===== config.mk =====
export PLATFORM = sky130hd
export DESIGN_NAME = nanorv32_tcm_xbar
export DESIGN_NICKNAME = d
export VERILOG_FILES = /design/src/rtl/nanorv32_tcm_xbar_pkg.sv /design/src/rtl/nanorv32_tcm_xbar_rr_arbiter.sv /design/src/rtl/nanorv32_tcm_xbar.sv
export SDC_FILE = /design/constraint.sdc
export NUM_CORES = 1
export LEC_CHECK = 0
export ABC_CLOCK_PERIOD_IN_PS = 1700
export BUFFER_PORTS_ARGS = -buffer_cell sky130_fd_sc_hd__buf_4
export CELL_PAD_IN_SITES_DETAIL_PLACEMENT = 0
export CELL_PAD_IN_SITES_GLOBAL_PLACEMENT = 2
export CORE_AREA = 2 2 178 180
export CTS_BUF_LIST = sky130_fd_sc_hd__clkbuf_16
export DETAILED_ROUTE_END_ITERATION = 16
export DIE_AREA = 0 0 180 182
export PLACE_DENSITY_LB_ADDON = 0.1
export SETUP_SLACK_MARGIN = 0.05
export SYNTH_ARGS = -nofsm -noshare
export SYNTH_HDL_FRONTEND = slang
export SYNTH_SLANG_ARGS = --single-unit

===== constraint.sdc =====
create_clock -name clk -period 1.7 [get_ports clk]
set_input_delay 0.085 -clock clk [delete_from_list [all_inputs] [get_ports clk]]
set_output_delay 0.085 -clock clk [all_outputs]
set_load 0.01 [all_outputs]

===== src/rtl/nanorv32_tcm_xbar_pkg.sv =====
// Shared constants and helpers for the nanorv32 TCM crossbar slice.
package nanorv32_tcm_xbar_pkg;

  localparam logic [3:0]  REGION_CODE   = 4'h0;
  localparam logic [3:0]  REGION_DATA   = 4'h2;
  localparam logic [3:0]  REGION_PERIPH = 4'hF;
  localparam logic [31:0] DECERR_RDATA  = 32'hDEADBEEF;

  // Index width for n items; never below 1 so single-entry vectors stay legal.
  function automatic int unsigned clog2(input int unsigned n);
    int unsigned r;
    r = 1;
    while ((32'd1 << r) < n) r++;
    return r;
  endfunction

endpackage


===== src/rtl/nanorv32_tcm_xbar_rr_arbiter.sv =====
// Per-target round-robin arbiter: one-hot grant, priority pointer advances on acceptance.
module nanorv32_rr_arbiter
  import nanorv32_tcm_xbar_pkg::*;
#(
  parameter int unsigned NUM_M = 2
) (
  input  logic             clk,
  input  logic             rst_n,
  input  logic [NUM_M-1:0] req_i,
  input  logic             advance_i,
  output logic [NUM_M-1:0] grant_o
);

  if (NUM_M == 1) begin : g_pass
    assign grant_o = req_i;
  end else begin : g_rr
    localparam int unsigned PW = clog2(NUM_M);

    logic [PW-1:0] ptr_q, ptr_d;

    always_comb begin
      logic          found;
      logic [PW-1:0] idx;
      grant_o = '0;
      ptr_d   = ptr_q;
      found   = 1'b0;
      idx     = '0;
      for (int unsigned k = 1; k <= NUM_M; k++) begin
        idx = PW'((32'(ptr_q) + k) % NUM_M);
        if (!found && req_i[idx]) begin
          grant_o[idx] = 1'b1;
          found        = 1'b1;
          if (advance_i) ptr_d = idx;
        end
      end
    end

    always_ff @(posedge clk or negedge rst_n) begin
      if (!rst_n) ptr_q <= PW'(NUM_M - 1);
      else        ptr_q <= ptr_d;
    end
  end

endmodule


===== src/rtl/nanorv32_tcm_xbar.sv =====
// M-master x S-target TCM crossbar with round-robin arbitration and registered read steering.
// NANORV32_XBAR_DECERR_EN: unmatched regions complete immediately with a decode error.
module nanorv32_tcm_xbar
  import nanorv32_tcm_xbar_pkg::*;
#(
  parameter int unsigned         NUM_M      = 2,
  parameter int unsigned         NUM_S      = 3,
  parameter int unsigned         ADDR_WIDTH = 12,
  parameter int unsigned         DATA_WIDTH = 32,
  parameter logic [NUM_S*4-1:0]  S_REGION   = {REGION_PERIPH, REGION_DATA, REGION_CODE},
  parameter int unsigned         DEFAULT_S  = 2
) (
  input  logic                          clk,
  input  logic                          rst_n,
  input  logic [NUM_M-1:0]              m_req,
  input  logic [NUM_M*32-1:0]           m_addr,
  input  logic [NUM_M*DATA_WIDTH-1:0]   m_wdata,
  input  logic [NUM_M*4-1:0]            m_bytesel,
  output logic [NUM_M*DATA_WIDTH-1:0]   m_rdata,
  output logic [NUM_M-1:0]              m_early_ready,
  output logic [NUM_M-1:0]              m_ready_r,
  output logic [NUM_M-1:0]              m_err_r,
  output logic [NUM_S-1:0]              s_en,
  output logic [NUM_S*ADDR_WIDTH-1:0]   s_addr,
  output logic [NUM_S*DATA_WIDTH-1:0]   s_din,
  output logic [NUM_S*4-1:0]            s_bytesel,
  input  logic [NUM_S*DATA_WIDTH-1:0]   s_dout,
  input  logic [NUM_S-1:0]              s_ready_nxt
);

  localparam int unsigned SW = clog2(NUM_S);

  logic [SW-1:0]    tgt     [NUM_M];
  logic [NUM_M-1:0] hit;
  logic [NUM_M-1:0] sreq    [NUM_S];
  logic [NUM_M-1:0] grant   [NUM_S];
  logic [NUM_S-1:0] adv;
  logic [SW-1:0]    rsel_q  [NUM_M];
  logic [SW-1:0]    rsel_d  [NUM_M];
  logic [NUM_M-1:0] rvld_q, rvld_d;
  logic             unused_addr;

  assign unused_addr = ^m_addr;

  // Lowest matching region wins; unmatched goes to DEFAULT_S unless decode errors are enabled.
  always_comb begin
    for (int unsigned m = 0; m < NUM_M; m++) begin
      logic matched;
      matched = 1'b0;
      tgt[m]  = SW'(DEFAULT_S);
      for (int unsigned s = 0; s < NUM_S; s++) begin
        if (!matched && m_addr[m*32+28 +: 4] == S_REGION[s*4 +: 4]) begin
          tgt[m]  = SW'(s);
          matched = 1'b1;
        end
      end
`ifdef NANORV32_XBAR_DECERR_EN
      hit[m] = matched;
`else
      hit[m] = 1'b1;
`endif
    end
  end

  always_comb begin
    for (int unsigned s = 0; s < NUM_S; s++) begin
      sreq[s] = '0;
      for (int unsigned m = 0; m < NUM_M; m++)
        sreq[s][m] = m_req[m] && hit[m] && (tgt[m] == SW'(s));
    end
  end

  for (genvar s = 0; s < NUM_S; s++) begin : g_arb
    assign adv[s] = s_en[s] & s_ready_nxt[s];
    nanorv32_rr_arbiter #(.NUM_M(NUM_M)) u_arb (
      .clk       (clk),
      .rst_n     (rst_n),
      .req_i     (sreq[s]),
      .advance_i (adv[s]),
      .grant_o   (grant[s])
    );
  end

  always_comb begin
    s_en      = '0;
    s_addr    = '0;
    s_din     = '0;
    s_bytesel = '0;
    for (int unsigned s = 0; s < NUM_S; s++) begin
      for (int unsigned m = 0; m < NUM_M; m++) begin
        if (grant[s][m]) begin
          s_en[s]                             = 1'b1;
          s_addr[s*ADDR_WIDTH +: ADDR_WIDTH]  = m_addr[m*32 +: ADDR_WIDTH];
          s_din[s*DATA_WIDTH +: DATA_WIDTH]   = m_wdata[m*DATA_WIDTH +: DATA_WIDTH];
          s_bytesel[s*4 +: 4]                 = m_bytesel[m*4 +: 4];
        end
      end
    end
  end

  always_comb begin
    m_early_ready = '0;
    for (int unsigned m = 0; m < NUM_M; m++) begin
      if (m_req[m]) begin
        if (!hit[m]) m_early_ready[m] = 1'b1;
        else         m_early_ready[m] = grant[tgt[m]][m] && s_ready_nxt[tgt[m]];
      end
    end
  end

  always_comb begin
    rvld_d = m_early_ready;
    for (int unsigned m = 0; m < NUM_M; m++)
      rsel_d[m] = m_early_ready[m] ? tgt[m] : rsel_q[m];
  end

  always_ff @(posedge clk or negedge rst_n) begin
    if (!rst_n) begin
      rvld_q <= '0;
      for (int unsigned m = 0; m < NUM_M; m++) rsel_q[m] <= '0;
    end else begin
      rvld_q <= rvld_d;
      for (int unsigned m = 0; m < NUM_M; m++) rsel_q[m] <= rsel_d[m];
    end
  end

  assign m_ready_r = rvld_q;

`ifdef NANORV32_XBAR_DECERR_EN
  logic [NUM_M-1:0] err_q, err_d;

  assign err_d = m_early_ready & ~hit;

  always_ff @(posedge clk or negedge rst_n) begin
    if (!rst_n) err_q <= '0;
    else        err_q <= err_d;
  end

  assign m_err_r = err_q;

  always_comb begin
    for (int unsigned m = 0; m < NUM_M; m++) begin
      m_rdata[m*DATA_WIDTH +: DATA_WIDTH] = '0;
      if (rvld_q[m]) begin
        if (err_q[m]) m_rdata[m*DATA_WIDTH +: DATA_WIDTH] = DATA_WIDTH'(DECERR_RDATA);
        else          m_rdata[m*DATA_WIDTH +: DATA_WIDTH] = s_dout[int'(rsel_q[m])*DATA_WIDTH +: DATA_WIDTH];
      end
    end
  end
`else
  assign m_err_r = '0;

  always_comb begin
    for (int unsigned m = 0; m < NUM_M; m++) begin
      m_rdata[m*DATA_WIDTH +: DATA_WIDTH] = '0;
      if (rvld_q[m])
        m_rdata[m*DATA_WIDTH +: DATA_WIDTH] = s_dout[int'(rsel_q[m])*DATA_WIDTH +: DATA_WIDTH];
    end
  end
`endif

endmodule

==> impl_metrics.ini, run 1 <==
[synth]
mappedNetlistArea_mm2 = 0.00373
yosys.area_share.simple_pct = 20.6
synthAdderAreaFrac_pct = 0
synth.avg_cell_area_um2 = 7.10
synth_top_family_by_area = compound AO/OA/AOI/OAI gates
synth_xor_area_share_pct = 0
ys.warnings.count = 0
synth_cells = 525
synth_ff_type = dfrtp_1
synth_edf_count = 0
synth-seq-area-share_pct = 6.14
synth_compound_area_share_pct = 47.6
async_flop_share_pct = 100
synthMuxAreaShare_pct = 18.3
ys_ff_latch = 9
yosys.cell_types.count = 41

[sta]
fin_worst_skew_ps = 4.90
slew_headroom_pct = 65.8
rsz0062_at_grt = true
maxSlewViolCount = 0
worst_pin_slew_ps = 512
hold_viol_final = 0
fmax_mhz = 522
final.setup.worst_slack_ps = -217
fin_crit_ps = 1920
min_period_over_period_pct = 113
setup_viol_count_final = 100

[placement]
post_dp_cell_area_mm2 = 0.00766
io_buffers = 421
dp_worst_setup_slack_ps = -255
dp_cells = 1326
gp_congestion = 0.768
hpwl_um = 21200

[power_and_ir_drop]
peakVddDrop_mv = 0.271
power.density_mw_per_mm2 = 383
finalPower_mw = 3.49
leakage_nw = 4.42

[clocking]
cts_tree = built
clk_pin_slew_ps = 40
clk_path_buf_depth = 2
cts_sinks = 9
cts_root_buf = clkbuf_16
clk_latency_ps = 240
cts-htree-levels = 1
cts-buffers-inserted = 3

[global_route]
grtUsageTotal_pct = 17.0
grt_pass1_vias = 6314
grt_start_max_net_pins = 36
antenna_found_initial = 0
overflow = 0
grt_pass1_wl_um = 42700

[critical_path]
path_buf_inv = 2
worstPathCellList = buf_6, or4b_4, o311a_4, o221a_4, a21o_1, buf_6
critical_path.max_stage_delay_ps = 600
critPathLaunchType = input pin
r2r_start = g_arb[1].u_arb.g_rr.ptr_q
path_max_fanout = 5
crit_path_start = m_addr[62]
path_common_cell = buf_6
cp-end-kind = output port
path_class = input pin to output port
cpMaxStageDelayCell = or4b_4
required_ps = 1620
critical-path-top-delay-family = compound AO/OA/AOI/OAI gates
arrival_ps = 1830

[cells_and_area]
n_antenna_cell = 0
final_common_cell = buf_4
fin_area_mm2 = 0.00910
drive_above_1_share_pct = 55.3
final_cell_mix = buf_4 (301), buf_6 (146), a22o_1 (144), nand2_1 (65), mux2i_1 (62)
nFillCells = 3354
fin_nets = 1199
fin_util_pct = 29.4
regArea_um2 = 233
final_cells = 1361
syn_to_final_growth_pct = 144
multi_input_area_mm2 = 0.00341

[route]
vias = 6024
wire_per_inst_um = 22.8
routed_wirelength_um = 31100
drt_iter0_drc = 173
ant_nets = 0
drc_errors = 0
dr.pass1.iters = 4
viasPerCell = 4.43

[floorplan]
dieWidth_um = 180
fp.dieH_um = 182
dieArea_mm2 = 0.0328
io_pins = 456
core_area_mm2 = 0.0310
rows = 65
start_util_pct = 12.0

[worst_hold_path]
hold_class = input pin to flop
min-delay-start = s_ready_nxt[2]

[outcome]
status = finished, violations left
violations = setup timing

[job]
maxCapViolations = 0
registers in the layout, indices dropped and copies added (netlist names):
name,count
g_arb.u_arb.g_rr.ptr_q,3
m_ready_r,2
rsel_q,4
metrics by stage:
| step | setup TNS (ps) | hold slack (ps) |
|---|---|---|
| 2_1_floorplan | -1500 | -211 |
| 3_3_place_gp | -19620 | -72.8 |
| 3_5_place_dp | -20170 | -67.6 |
| 4_1_cts | -18240 | 71.2 |
| 5_1_grt | -20510 | 101 |
| 6_report | -16250 | 67.9 |
worst paths after layout:
path | end | slack, ps | depth (start not counted)
hold / removal | g_arb[2].u_arb.g_rr.ptr_q | 70 | 2
min in group asynchronous | rsel_q[1] | 240 | 2
setup reg to reg | rsel_q[1] | 180 | 4
max in group asynchronous | g_arb[2].u_arb.g_rr.ptr_q | 1230 | 2
setup / recovery | m_early_ready[0] | -220 | 6
hold reg to reg | g_arb[0].u_arb.g_rr.ptr_q | 550 | 2
repair_timing:
action,in CTS,in global routing
hold buffers,1,0
setup endpoints to repair,137,165
gates cloned,11,9
buffers inserted,8,3
pin swaps,7,75
resized for setup,89,166
endpoints found under the hold margin,9,0
kinds of logic after synthesis:
kind of cell,after synthesis
AO/OA/AOI/OAI,231
buffers and inverters,67
flip-flops,9
multiplexers,68
other,1
AND/OR/NAND/NOR,149
area by class of cell:
class / instances / area share [%]
well taps: 402 / 5.52
clock buffers: 3 / 0.825
flip-flops and latches: 9 / 2.56
multi-input cells: 450 / 37.4
inverters: 5 / 0.206
repair buffers: 491 / 53.4
clock inverters: 1 / 0.0412
synthesized netlist by cell type, drive strengths merged, types with 3 or more instances:
| master | n | area (um2) |
|---|---|---|
| inv | 5 | 18.8 |
| o21ai | 68 | 340 |
| a31oi | 3 | 18.8 |
| mux2i | 66 | 661 |
| nand2 | 68 | 255 |
| buf | 18 | 86.3 |
| a22o | 144 | 1260 |
| clkbuf | 44 | 165 |
| and2 | 64 | 400 |
| dfrtp | 6 | 150 |
| nor2b | 3 | 18.8 |
| dfstp | 3 | 78.8 |
metal layers:
layer  global-route usage (%)  vias to the layer above  share of wire [%]
li1                         -                     2871                  -
met1                     19.7                     2846                 40
met2                     31.7                      285                 51
met3                     4.45                       22                7.3
met4                     2.70                        0                1.7
met5                        0                        -                  0
report_power, final:
| part | leakage, nW | switching, mW | total [mW] | internal, mW |
|---|---|---|---|---|
| Sequential | 0.101 | 0.0545 | 0.319 | 0.265 |
| Clock | 0.0423 | 0.104 | 0.411 | 0.307 |
| Combinational | 4.27 | 1.28 | 2.76 | 1.48 |
Note: power is estimated with default switching activity, not from simulation.
==> inputs of run 2 (changes only) <==
--- a/config.mk
+++ b/config.mk
@@ -9,12 +9,12 @@
 export BUFFER_PORTS_ARGS = -buffer_cell sky130_fd_sc_hd__buf_4
 export CELL_PAD_IN_SITES_DETAIL_PLACEMENT = 0
 export CELL_PAD_IN_SITES_GLOBAL_PLACEMENT = 2
-export CORE_AREA = 2 2 178 180
+export CORE_UTILIZATION = 14
 export CTS_BUF_LIST = sky130_fd_sc_hd__clkbuf_16
 export DETAILED_ROUTE_END_ITERATION = 16
-export DIE_AREA = 0 0 180 182
 export PLACE_DENSITY_LB_ADDON = 0.1
 export SETUP_SLACK_MARGIN = 0.05
 export SYNTH_ARGS = -nofsm -noshare
 export SYNTH_HDL_FRONTEND = slang
+export SYNTH_HIERARCHICAL = 1
 export SYNTH_SLANG_ARGS = --single-unit
==> run 2 against run 1 <==
  * The run still ends with setup timing left
  * Sequential share of layout area up 0.095 points
  * Setup slack better by 34 ps
  * Via count is 7.7% higher
  * First-iteration DRC count increased by 1.7%
  * Synthesized cell count is 26% higher
  * Sequential power down 14%
  * Clock power hardly changed
  * Cell count increased by 8.4%
  * Sequential cell count did not move
  * Die area is 6.2% lower
  * Hold slack improved by 110 ps
  * Critical endpoint is now s_din[8]
  * Largest cell class unchanged
==> impl_metrics.ini, run 2 <==
[outcome]
status = finished, violations left
violations = setup timing

[placement]
gp_congestion = 0.790
io_buffers = 421
hpwl_um = 22200
dp_cells = 1462
post_dp_cell_area_mm2 = 0.00822

[critical_path]
crit_path_start = m_addr[60]
critical_path.max_stage_delay_ps = 560
cpMaxStageDelayCell = or4b_4
required_ps = 1620
r2r_start = g_arb[1].u_arb/g_rr.ptr_q
worstPathCellList = buf_6, or4b_4, nor2_4, a21boi_4, buf_12, nor2b_4, buf_12, a22o_1, buf_4
arrival_ps = 1800
cp_num_cells = 9
path_class = input pin to output port
critical-path-top-delay-family = simple AND/OR/NAND/NOR gates
critPathLaunchType = input pin
path_common_cell = buf_12
cp-end-kind = output port
r2r_cells = 7
path_max_fanout = 26
path_buf_inv = 4
crit_path_end = s_din[8]
reg2reg_slack_ps = 120
r2r-end = g_arb[1].u_arb/g_rr.ptr_q

[global_route]
grt_pass1_vias = 6502
grtUsageTotal_pct = 17.3
overflow = 0
grt_pass1_wl_um = 41200
antenna_found_initial = 0
grt_start_max_net_pins = 46

[sta]
hold_viol_final = 0
final.setup.worst_slack_ps = -183
fin_worst_skew_ps = 2.06
setup_viol_count_final = 93
fin_crit_ps = 1880
maxSlewViolCount = 0
rsz0062_at_grt = true
fmax_mhz = 531
fin_tns_setup_ps = -8610
min_period_over_period_pct = 111

[power_and_ir_drop]
leakage_nw = 4.19
finalPower_mw = 3.26
peakVddDrop_mv = 0.235
power.density_mw_per_mm2 = 373

[route]
routed_wirelength_um = 28300
drt_iter0_drc = 176
vias = 6486
ant_nets = 0
viasPerCell = 4.40
wire_per_inst_um = 19.2
dr.pass1.iters = 6
drc_errors = 0

[synth]
synth-seq-area-share_pct = 5.44
synth.area.top_cells = nand2_1 (16%), mux2i_1 (15%), o2bb2ai_1 (13%)
ys_ff_latch = 9
synth_edf_count = 0
synth_cells = 662
synth_top_family_by_area = compound AO/OA/AOI/OAI gates
synth_ff_type = dfrtp_1
synth_top_area_share_pct = 16.3
ys.warnings.count = 6
mappedNetlistArea_mm2 = 0.00421
synth_compound_area_share_pct = 39.2
yosys.cell_types.count = 39
synthMuxAreaShare_pct = 15.2
synthAdderAreaFrac_pct = 0
yosys.area.top_type = nand2_1
synth_xor_area_share_pct = 0
synth.avg_cell_area_um2 = 6.35
yosys.area_share.simple_pct = 30.9
synth.top_cells.by_count = nand2_1 (183), o21ai_0 (96), and2_1 (68)
yosysMostFrequentCell = nand2_1
async_flop_share_pct = 100

[clocking]
cts-htree-levels = 1
clk_path_buf_depth = 2
clk_pin_slew_ps = 40
cts-buffers-inserted = 3
clk_latency_ps = 230
cts_root_buf = clkbuf_16
cts_tree = built
cts_sinks = 9

[floorplan]
core_area_mm2 = 0.0296
io_pins = 456
dieWidth_um = 175
dieArea_mm2 = 0.0307
rows = 63
fp.dieH_um = 175
start_util_pct = 14.2

[cells_and_area]
fin_nets = 1325
largest_register_ffs = 4
regMostFlops = rsel_q
syn_to_final_growth_pct = 108
n_antenna_cell = 0
fin_area_mm2 = 0.00873
final_cells = 1475
drive_above_1_share_pct = 50.4
final_common_cell = buf_4
final_cell_mix = buf_4 (441), nand2_1 (180), o21ai_1 (69), and2_1 (68), mux2i_1 (64)

[worst_hold_path]
min-delay-start = s_ready_nxt[0]
hold_class = input pin to flop

[job]
maxCapViolations = 0
-- run 2: layout make-up --
| type | count | area, um2 |
|---|---|---|
| clock buffer | 3 | 75.1 |
| clock inverter | 1 | 3.75 |
| fill | 3301 | 20800 |
| inverter | 4 | 15.0 |
| multi-input combinational | 579 | 3820 |
| sequential | 9 | 231 |
| tap | 390 | 488 |
| timing repair buffer | 489 | 4100 |
-- run 2: layer usage --
layer	share of wire [%]	up-vias	wire length, um	track usage (%)
li1	-	3215	-	-
met1	39	3000	11000	19.5
met2	54	269	15400	34.9
met3	6.8	2	1910	2.81
met4	0.15	0	43	1.16
met5	0	-	0	0
-- run 2: power by group --
part,total [mW],switching (mW),internal (mW)
Combinational,2.57,1.25,1.32
Sequential,0.274,0.0238,0.250
Clock,0.412,0.104,0.307
Total,3.26,1.38,1.87
-- run 2: how the worst min path moves through the flow --
stage | depth (start not counted) | endpoint | slack, ps
2_1_floorplan | 0 | m_ready_r[0] | -210
5_1_grt | 3 | rsel_q[1] | 220
3_3_place_gp | 1 | m_ready_r[0] | -80
6_report | 3 | g_arb[0].u_arb/g_rr.ptr_q | 180
3_5_place_dp | 1 | m_ready_r[0] | -80
4_1_cts | 3 | g_arb[0].u_arb/g_rr.ptr_q | 180
-- run 2: logic make-up (layout without fill, tap and decap cells) --
family,after synthesis,count (layout)
other,1,2
muxes,64,64
DFF,9,9
and+or+nand+nor,279,279
AOI/OAI and AO/OA,234,234
buffers and inverters,75,497
-- run 2: timing repair --
action                                  4_1_cts  5_1_grt
endpoints found under the setup margin      180      199
setup buffers                                 5        0
hold buffers                                  1        0
cloned                                        4        0
pin swaps                                    11       32
endpoints found under the hold margin         9        0
gates resized for setup                      99       24
-- run 2: worst min-delay path: stages --
cell and delay (ps):
buf_4 100, and2_1 130, a31oi_1 80
-- run 2: through the flow --
step	utilization [%]	setup WS [ps]	hold slack [ps]
after floorplan	-	15.7	-211
after global placement	27.8	-241	-78.5
after detailed placement	27.8	-210	-76.5
after CTS	29.2	-176	181
after global routing	29.5	-269	219
final	29.5	-183	180
==> inputs of run 3 (changes only) <==
--- a/config.mk
+++ b/config.mk
@@ -5,13 +5,13 @@
 export SDC_FILE = /design/constraint.sdc
 export NUM_CORES = 1
 export LEC_CHECK = 0
-export ABC_CLOCK_PERIOD_IN_PS = 1700
+export ABC_CLOCK_PERIOD_IN_PS = 1850
 export BUFFER_PORTS_ARGS = -buffer_cell sky130_fd_sc_hd__buf_4
 export CELL_PAD_IN_SITES_DETAIL_PLACEMENT = 0
 export CELL_PAD_IN_SITES_GLOBAL_PLACEMENT = 2
-export CORE_UTILIZATION = 14
-export CTS_BUF_LIST = sky130_fd_sc_hd__clkbuf_16
+export CORE_AREA = 2 2 176 178
 export DETAILED_ROUTE_END_ITERATION = 16
+export DIE_AREA = 0 0 178 180
 export PLACE_DENSITY_LB_ADDON = 0.1
 export SETUP_SLACK_MARGIN = 0.05
 export SYNTH_ARGS = -nofsm -noshare
==> constraint.sdc (replaced) <==
create_clock -name clk -period 1.85 [get_ports clk]
set_input_delay 0.0925 -clock clk [delete_from_list [all_inputs] [get_ports clk]]
set_output_delay 0.0925 -clock clk [all_outputs]
set_load 0.01 [all_outputs]
==> run 3 against run 2 <==
  * The run still ends with setup timing left
  * Register-to-register slack gained 40 ps
  * Largest cell class unchanged
  * Clock skew is essentially flat
  * Hold slack gained 6.4 ps
  * Clock power shrank 5.3%
  * Utilization grew 1.1 points
  * Sequential power shrank 10%
  * Power shrank 3.7%
  * Combinational power shrank 3%
  * Final area grew 6.1%
  * Wire length grew 9.0%
==> impl_metrics.ini, run 3 (synthesized netlist as in run 2, its figures left out) <==
[outcome]
status = finished, violations left
violations = setup timing

[route]
drt_iter0_drc = 214
viasPerCell = 4.47
wire_per_inst_um = 20.3
routed_wirelength_um = 30900
vias = 6824
drc_errors = 0
ant_nets = 0
dr.pass1.iters = 4

[critical_path]
required_ps = 1760
r2r-end = g_arb[1].u_arb/g_rr.ptr_q
reg2reg_slack_ps = 160
arrival_ps = 1830
path_max_fanout = 5
cp-end-kind = output port
path_class = input pin to output port
critPathLaunchType = input pin
r2r_start = g_arb[1].u_arb/g_rr.ptr_q
r2r_cells = 9

[power_and_ir_drop]
power.density_mw_per_mm2 = 339
leakage_nw = 4.45
peakVddDrop_mv = 0.248

[sta]
rsz0062_at_grt = true
fin_tns_setup_ps = -2300
fmax_mhz = 521
min_period_over_period_pct = 104
fin_crit_ps = 1920
fin_worst_skew_ps = 1.98
maxSlewViolCount = 0
final.setup.worst_slack_ps = -69.8
hold_viol_final = 0
setup_viol_count_final = 72
holdWs_ps = 186

[global_route]
grt_pass1_vias = 6638
grt_start_max_net_pins = 36
antenna_found_initial = 2
overflow = 0
grtUsageTotal_pct = 17.6
grt_pass1_wl_um = 43200

[clocking]
cts-buffers-inserted = 3
cts_root_buf = clkbuf_16
clk_latency_ps = 240
cts_tree = built
clk_pin_slew_ps = 40
cts-htree-levels = 1
clk_path_buf_depth = 2
cts_sinks = 9

[worst_hold_path]
hold_class = input pin to flop
holdPathEnd = g_arb[0].u_arb/g_rr.ptr_q
hold_path_depth = 3
min-delay-start = s_ready_nxt[0]

[cells_and_area]
regMostFlops = rsel_q
nFillCells = 3327
drive_above_1_share_pct = 53.1
fin_nets = 1367
final_cell_mix = buf_4 (456), nand2_1 (176), and2_1 (68), mux2i_1 (64), o2bb2ai_1 (62)
regArea_um2 = 231
final_common_cell = buf_4
multi_input_area_mm2 = 0.00392
largest_register_ffs = 4
syn_to_final_growth_pct = 120

[floorplan]
core_area_mm2 = 0.0302
fp.dieH_um = 180
io_pins = 456
dieArea_mm2 = 0.0320
dieWidth_um = 178
rows = 64
start_util_pct = 13.9

[placement]
hpwl_um = 22600
io_buffers = 421
gp_congestion = 0.809
dp_worst_setup_slack_ps = -583

[job]
maxCapViolations = 0
run 3: changes by cell type in the layout (fill, tap and decap cells not counted), moves of 3 or more:
cell | before | now
buf_16 | 7 | 3
buf_4 | 441 | 456
buf_6 | 24 | 39
buf_12 | 15 | 22
nand2_1 | 180 | 176
clkbuf_16 | 3 | 6
o21ai_1 | 69 | 39
o21ai_0 | 7 | 30
o21ai_2 | 20 | 27
run 3: critical path, cell delays in order:
cell and delay (ps):
buf_6 90, buf_4 130, or3_4 390, and2_4 170, a21boi_4 240, buf_12 140, buf_16 110, buf_8 110
nand2_1 60, o21ai_2 160, buf_6 130
run 3: per-stage QoR:
stage | area, um2 | std cells | utilization (%) | total power, mW
after global placement | 8230 | 1478 | 27.3 | 2.49
after floorplan | 4210 | 663 | - | 1.13
after global routing | 9260 | 1525 | 30.7 | 3.36
final | 9260 | 1525 | 30.7 | 3.14
after detailed placement | 8230 | 1478 | 27.3 | 2.47
after CTS | 8880 | 1509 | 29.4 | 3.11
run 3: worst max-delay path by stage:
stage,startpoint,endpoint,slack (ps)
finish,m_addr[62],s_din[75],-70
global route,m_addr[62],s_din[31],-140
CTS,m_addr[62],m_early_ready[1],-120
detailed placement,m_addr[28],s_din[3],-580
global placement,m_addr[28],s_din[2],-530
floorplan,m_addr[28],s_addr[0],60
run 3: power breakdown:
part           internal [mW]  leakage, nW  switching [mW]
Clock                  0.286       0.0409           0.105
Combinational           1.27         4.31            1.23
Sequential             0.229        0.102          0.0160
Total                   1.79         4.45            1.35
run 3: layout make-up:
type,instances,area share (%)
repair buffers,527,48.8
inverters,4,0.162
diodes,2,0.0540
clock buffers,3,0.810
multi-input cells,583,42.3
flip-flops and latches,9,2.50
clock inverters,1,0.0540
well taps,396,5.35
run 3: what timing repair did:
action,4_1_cts,5_1_grt
hold buffers,1,0
cloned,7,4
hold endpoints to repair,9,0
resized for setup,103,82
pin swaps,28,16
setup endpoints to repair,149,153
buffers inserted,19,11
run 3: per-layer routing:
layer  global-route usage (%)  up-vias  part of all wire, %
met3                     2.98       29                  7.2
met5                        0        -                    0
li1                         -     3320                    -
met1                     21.3     3167                   41
met2                     32.2      308                   50
met4                     3.61        0                  1.7
